<file path="src/rtl/bank_write_router.sv">
// Bank write router: registered valid/ready demux of encoded words onto NUM_BANKS memory banks.
// A 2-entry buffer (output + skid) keeps upstream ready fully registered while the output
// entry is stalled. Words whose bank select is out of range are dropped and counted.
module bank_write_router #(
    parameter int DATA_WIDTH = 8,
    parameter int NUM_BANKS  = 4,
    parameter int ADDR_WIDTH = 6,
    localparam int PARITY_BITS  = $clog2(DATA_WIDTH) + 1,
    localparam int ENCODED_WORD = DATA_WIDTH + PARITY_BITS,
    localparam int BSEL_W       = $clog2(NUM_BANKS),
    localparam int BADDR_W      = ADDR_WIDTH - BSEL_W
) (
    input  logic                    i_clk,
    input  logic                    i_rst_n,
    input  logic                    i_valid,
    output logic                    o_ready,
    input  logic [ADDR_WIDTH-1:0]   i_addr,
    input  logic [ENCODED_WORD+1:1] i_data,
    output logic [NUM_BANKS-1:0]    o_bank_valid,
    input  logic [NUM_BANKS-1:0]    i_bank_ready,
    output logic [BADDR_W-1:0]      o_bank_addr,
    output logic [ENCODED_WORD+1:1] o_bank_data,
    output logic                    o_sel_err,
    output logic [7:0]              o_drop_cnt,
    output logic                    o_busy
);

    // Bank count widened by one bit so that the range check also works for powers of two.
    localparam logic [BSEL_W:0] NUM_BANKS_L = (BSEL_W + 1)'(NUM_BANKS);

    // Output entry (drives the banks directly) and skid entry.
    logic [NUM_BANKS-1:0]    r_out_onehot;
    logic [BADDR_W-1:0]      r_out_addr;
    logic [ENCODED_WORD+1:1] r_out_data;
    logic                    r_skid_valid;
    logic [NUM_BANKS-1:0]    r_skid_onehot;
    logic [BADDR_W-1:0]      r_skid_addr;
    logic [ENCODED_WORD+1:1] r_skid_data;
    logic                    r_ready;
    logic                    r_sel_err;
    logic [7:0]              r_drop_cnt;
    logic                    r_busy;

    logic [BSEL_W-1:0]       w_sel;
    logic [BADDR_W-1:0]      w_in_addr;
    logic                    w_sel_ok;
    logic                    w_accept;
    logic                    w_push;
    logic                    w_drop;
    logic [NUM_BANKS-1:0]    w_onehot;
    logic                    w_out_valid;
    logic                    w_drain;
    logic                    w_out_free;

    logic [NUM_BANKS-1:0]    w_out_onehot_d;
    logic [BADDR_W-1:0]      w_out_addr_d;
    logic [ENCODED_WORD+1:1] w_out_data_d;
    logic                    w_skid_valid_d;
    logic [NUM_BANKS-1:0]    w_skid_onehot_d;
    logic [BADDR_W-1:0]      w_skid_addr_d;
    logic [ENCODED_WORD+1:1] w_skid_data_d;

    assign w_sel       = i_addr[ADDR_WIDTH-1 -: BSEL_W];
    assign w_in_addr   = i_addr[BADDR_W-1:0];
    assign w_sel_ok    = ({1'b0, w_sel} < NUM_BANKS_L);
    assign w_accept    = i_valid & r_ready;
    assign w_push      = w_accept & w_sel_ok;
    assign w_drop      = w_accept & ~w_sel_ok;
    assign w_out_valid = |r_out_onehot;
    // Only the strobed bank's ready matters since the output strobe is one-hot.
    assign w_drain     = |(r_out_onehot & i_bank_ready);
    assign w_out_free  = ~w_out_valid | w_drain;

    // Decode the bank select into a one-hot strobe pattern.
    always_comb begin
        w_onehot = '0;
        for (int k = 0; k < NUM_BANKS; k++) begin
            if (w_sel == BSEL_W'(k)) begin
                w_onehot[k] = 1'b1;
            end
        end
    end

    // Next state of the output and skid entries; words always leave in acceptance order.
    always_comb begin
        w_out_onehot_d  = r_out_onehot;
        w_out_addr_d    = r_out_addr;
        w_out_data_d    = r_out_data;
        w_skid_valid_d  = r_skid_valid;
        w_skid_onehot_d = r_skid_onehot;
        w_skid_addr_d   = r_skid_addr;
        w_skid_data_d   = r_skid_data;
        if (w_out_free) begin
            if (r_skid_valid) begin
                w_out_onehot_d = r_skid_onehot;
                w_out_addr_d   = r_skid_addr;
                w_out_data_d   = r_skid_data;
                w_skid_valid_d = w_push;
                if (w_push) begin
                    w_skid_onehot_d = w_onehot;
                    w_skid_addr_d   = w_in_addr;
                    w_skid_data_d   = i_data;
                end
            end else begin
                w_out_onehot_d = w_push ? w_onehot : '0;
                if (w_push) begin
                    w_out_addr_d = w_in_addr;
                    w_out_data_d = i_data;
                end
            end
        end else if (w_push) begin
            // Output stalled: the new word waits in the skid entry.
            w_skid_valid_d  = 1'b1;
            w_skid_onehot_d = w_onehot;
            w_skid_addr_d   = w_in_addr;
            w_skid_data_d   = i_data;
        end
    end

    // Entry registers, registered ready/busy and drop bookkeeping.
    always_ff @(posedge i_clk or negedge i_rst_n) begin
        if (!i_rst_n) begin
            r_out_onehot  <= '0;
            r_out_addr    <= '0;
            r_out_data    <= '0;
            r_skid_valid  <= 1'b0;
            r_skid_onehot <= '0;
            r_skid_addr   <= '0;
            r_skid_data   <= '0;
            r_ready       <= 1'b0;
            r_sel_err     <= 1'b0;
            r_drop_cnt    <= 8'd0;
            r_busy        <= 1'b0;
        end else begin
            r_out_onehot  <= w_out_onehot_d;
            r_out_addr    <= w_out_addr_d;
            r_out_data    <= w_out_data_d;
            r_skid_valid  <= w_skid_valid_d;
            r_skid_onehot <= w_skid_onehot_d;
            r_skid_addr   <= w_skid_addr_d;
            r_skid_data   <= w_skid_data_d;
            r_ready       <= ~w_skid_valid_d;
            r_sel_err     <= w_drop;
            if (w_drop && (r_drop_cnt != 8'hFF)) begin
                r_drop_cnt <= r_drop_cnt + 8'd1;
            end
            r_busy        <= (|w_out_onehot_d) | w_skid_valid_d;
        end
    end

    assign o_ready      = r_ready;
    assign o_bank_valid = r_out_onehot;
    assign o_bank_addr  = r_out_addr;
    assign o_bank_data  = r_out_data;
    assign o_sel_err    = r_sel_err;
    assign o_drop_cnt   = r_drop_cnt;
    assign o_busy       = r_busy;

endmodule

</file>
<file path="config.mk">
export PLATFORM = sky130hd
export DESIGN_NAME = bank_write_router
export DESIGN_NICKNAME = d
export VERILOG_FILES = /design/src/rtl/bank_write_router.sv
export SDC_FILE = /design/constraint.sdc
export NUM_CORES = 1
export LEC_CHECK = 0
export BUFFER_PORTS_ARGS = -buffer_cell sky130_fd_sc_hd__buf_2
export CORE_MARGIN = 2
export CORE_UTILIZATION = 55
export DETAILED_ROUTE_END_ITERATION = 6
export PLACE_DENSITY = 0.84
export SYNTH_ARGS = -nofsm -noshare
export SYNTH_HDL_FRONTEND = slang
export SYNTH_SLANG_ARGS = --single-unit
</file>
<file path="constraint.sdc">
create_clock -name i_clk -period 4.9 [get_ports i_clk]
set_input_delay 0.98 -clock i_clk [delete_from_list [all_inputs] [get_ports i_clk]]
set_output_delay 0.98 -clock i_clk [all_outputs]
set_load 0.01 [all_outputs]
</file>
==> flow_summary.yaml <==
outcome:
  outcome: "complete, no violations"
logic_synthesis:
  syn_inst: 205
  ys.flop_type: "dfrtp_1"
  async_reset_ff_share_pct: 100.0
  ys_types: 27
  synth_top_area_share_pct: 56.43
  synth_enable_flop_cells: 0
  synth_top_cell_by_area: "dfrtp_1"
  syn-cell-area_sq_um: 1996
  ys_top_cells_by_area: "dfrtp_1 (56%), nand2_1 (14%), mux2i_1 (8.5%), o21ai_0 (4.8%), buf_4 (3.4%)"
  yosysWarnings: 0
  ys_seq_elements: 45
  synth_seq_area_share_pct: 56.43
  syn_avg_cell_area_sq_um: 9.735
clocking:
  cts_tree: "done"
  clk_pin_slew_worst_paths_ns: 0.13
  cts.sinks: 45
  htreeDepth: 2
  clockBufferDepth: 2
  post-cts-setup-buffers: 0
  cts_root_buf: "clkbuf_4"
  clock_latency_ns: 0.35
  cts_buffers: 5
  cts_hold_buf: 0
  cts_resized: 0
timing:
  slew_violations: 0
  rsz0062_at_grt: "false"
  whs_ns: 0.4863
  setup_tns_ns: 0
  fmax_mhz: 410.9
  tightest_slew_ns: 1.228
  hold_viol: 0
  finalCriticalPeriod_ns: 2.434
  setup_ws_ns: 2.466
  finalCritPeriodShare_pct: 49.66
  max_slew_margin_pct: 18.14
  finalSetupViolCount: 0
  fin_skew_ns: 0.01012
grt:
  grt_max_degree: 46
  grt_pass1_wl_um: 6127
  grt_overflow: 0
  grt_pass1_vias: 1395
  grt_usage_pct: 19.39
  antenna_found_initial: 0
layout:
  final.fill_count: 294
  drive_gt1_share_pct: 24.70
  area_growth_pct: 14.11
  fin_util_pct: 66.67
  diodes: 0
  nNetsFinal: 276
setup_path:
  criticalPathCategory: "reg2reg"
  worst-path-max-fanout: 27
  required_ns: 5.19
  r2r_cells: 4
  r2r_start: "r_skid_valid"
  crit_path_start: "r_skid_valid"
  cp.arrival_ns: 2.73
  crit_end: "r_skid_onehot[2]"
  worstSetupStartpointType: "register"
  cp-end-kind: "register"
  r2r_end: "r_skid_onehot[2]"
  rrSetupSlack_ns: 2.47
drt:
  antenna_left: 0
  first_pass_iters: 5
  drc: 0
  via_per_inst: 4.993
  dr.first_iter.drc_count: 95
  wire_per_inst_um: 12.51
  routed_wl_um: 3715
  vias: 1483
floorplan:
  rows: 21
  io_pins: 58
  dieArea_sq_um: 4126
  die_h_um: 64.24
  core_area_sq_um: 3416
  die_w_um: 64.24
  start_util_pct: 58.42
placement:
  gp_congestion: 0.8829
  hpwl_um: 2522
  portBuffers: 48
  post-place-ws_ns: 2.212
power_and_ir_drop:
  pwr-share-comb_pct: 43.3
  irDropWorstVdd_v: 0.0003875
  p_sw_share_pct: 41.98
  leakage_nw: 1.187
  seqPwrFrac_pct: 45.2
  intPower_w: 0.0008761
  power_frac_clock_pct: 11.5
  p_sw_w: 0.0006339
  power_density_nw_per_um2: 663.1
worst_hold_path:
  min_path_type: "reg2reg"
run:
  cap_violations: 0
synth_stat cells (all sizes together), types with 2 or more instances:
cell type	instances
buf	13
nor2	4
clkbuf	5
o31ai	2
o21ai	20
nand2	77
mux2i	17
inv	3
dfrtp	45
a22oi	2
a21oi	4
mux2	2
worst min path at each step:
| stage | start | to | slack [ns] | depth (start not counted) |
|---|---|---|---|---|
| floorplan | r_skid_addr[0] | r_skid_addr[0] | 0.45 | 2 |
| global placement | r_skid_data[3] | r_skid_data[3] | 0.46 | 2 |
| detailed placement | r_skid_data[12] | r_skid_data[12] | 0.46 | 2 |
| CTS | r_skid_data[3] | r_skid_data[3] | 0.49 | 2 |
| global route | r_skid_data[10] | r_skid_data[10] | 0.51 | 2 |
| finish | o_bank_data[10] | o_bank_data[10] | 0.49 | 2 |
kinds of logic after synthesis:
group | count (synthesis) | synth area share [%]
other | 1 | 0.1879
adder cells (fa/ha/maj) | 1 | 0.6895
multiplexers | 19 | 9.655
AND/OR/NAND/NOR | 87 | 18.12
buffers and inverters | 21 | 5.893
AO/OA/AOI/OAI | 31 | 9.028
flip-flops | 45 | 56.43
power by group through the flow:
stage	combinational, W	clock [W]	sequential (W)
floorplan	0.000465	0	0.000683
global placement	0.000631	0	0.000684
detailed placement	0.000659	0	0.000691
CTS	0.000660	0.000177	0.000682
global route	0.000748	0.000195	0.000705
finish	0.000654	0.000174	0.000682
area by class of cell:
| class | count | area (sq um) | area share (%) |
|---|---|---|---|
| clock inverters | 2 | 15.01 | 0.6593 |
| repair buffers | 48 | 240.2 | 10.55 |
| flip-flops and latches | 45 | 1126 | 49.45 |
| multi-input cells | 147 | 785.8 | 34.51 |
| well taps | 46 | 57.56 | 2.527 |
| inverters | 3 | 11.26 | 0.4945 |
| clock buffers | 6 | 41.29 | 1.813 |
cell usage in the layout (no fill, tap or decap), types with 2 or more instances in the layout:
| cell type | netlist | routed |
|---|---|---|
| conb_1 | 1 | 9 |
| o21ai_0 | 19 | 19 |
| mux2_1 | 2 | 2 |
| o31ai_1 | 2 | 2 |
| inv_1 | 2 | 2 |
| clkbuf_4 | 0 | 5 |
| a21oi_1 | 3 | 3 |
| nand2_1 | 77 | 77 |
| clkinvlp_4 | 0 | 2 |
| a22oi_1 | 2 | 2 |
| mux2i_1 | 17 | 17 |
| dfrtp_1 | 45 | 45 |
| buf_2 | 4 | 48 |
| nor2_1 | 4 | 4 |
stage by stage:
stage               power, W  std cells  cell area [sq um]
detailed placement  0.001350        289               2221
CTS                 0.001518        297               2277
floorplan           0.001148        213               2026
global route        0.001647        297               2277
global placement    0.001315        289               2221
finish              0.001510        297               2277
critical path, cell delays in order, from the launching register on:
cell      delay [ns]
dfrtp_1         1.18
inv_1           0.24
a21oi_2         0.73
nand3b_1        0.13
nand2_1         0.09
metal layers:
| metal | global-route usage (%) | share of wire (%) | wire, um | up-vias |
|---|---|---|---|---|
| li1 | - | - | - | 744 |
| met1 | 25.00 | 45 | 1678 | 681 |
| met2 | 31.38 | 48 | 1774 | 47 |
| met3 | 4.577 | 5.3 | 196 | 11 |
| met4 | 8.245 | 1.8 | 66 | 0 |
| met5 | 0 | 0 | 0 | - |
state kept, by name, summed over array words and instances, names as in the netlist:
signal and cells:
r_skid_valid 1, o_bank_addr 4, o_bank_valid 4, o_ready 1, r_skid_onehot 4, o_bank_data 13
r_skid_data 13, o_busy 1, r_skid_addr 4
(Power assumes the default switching activity.)
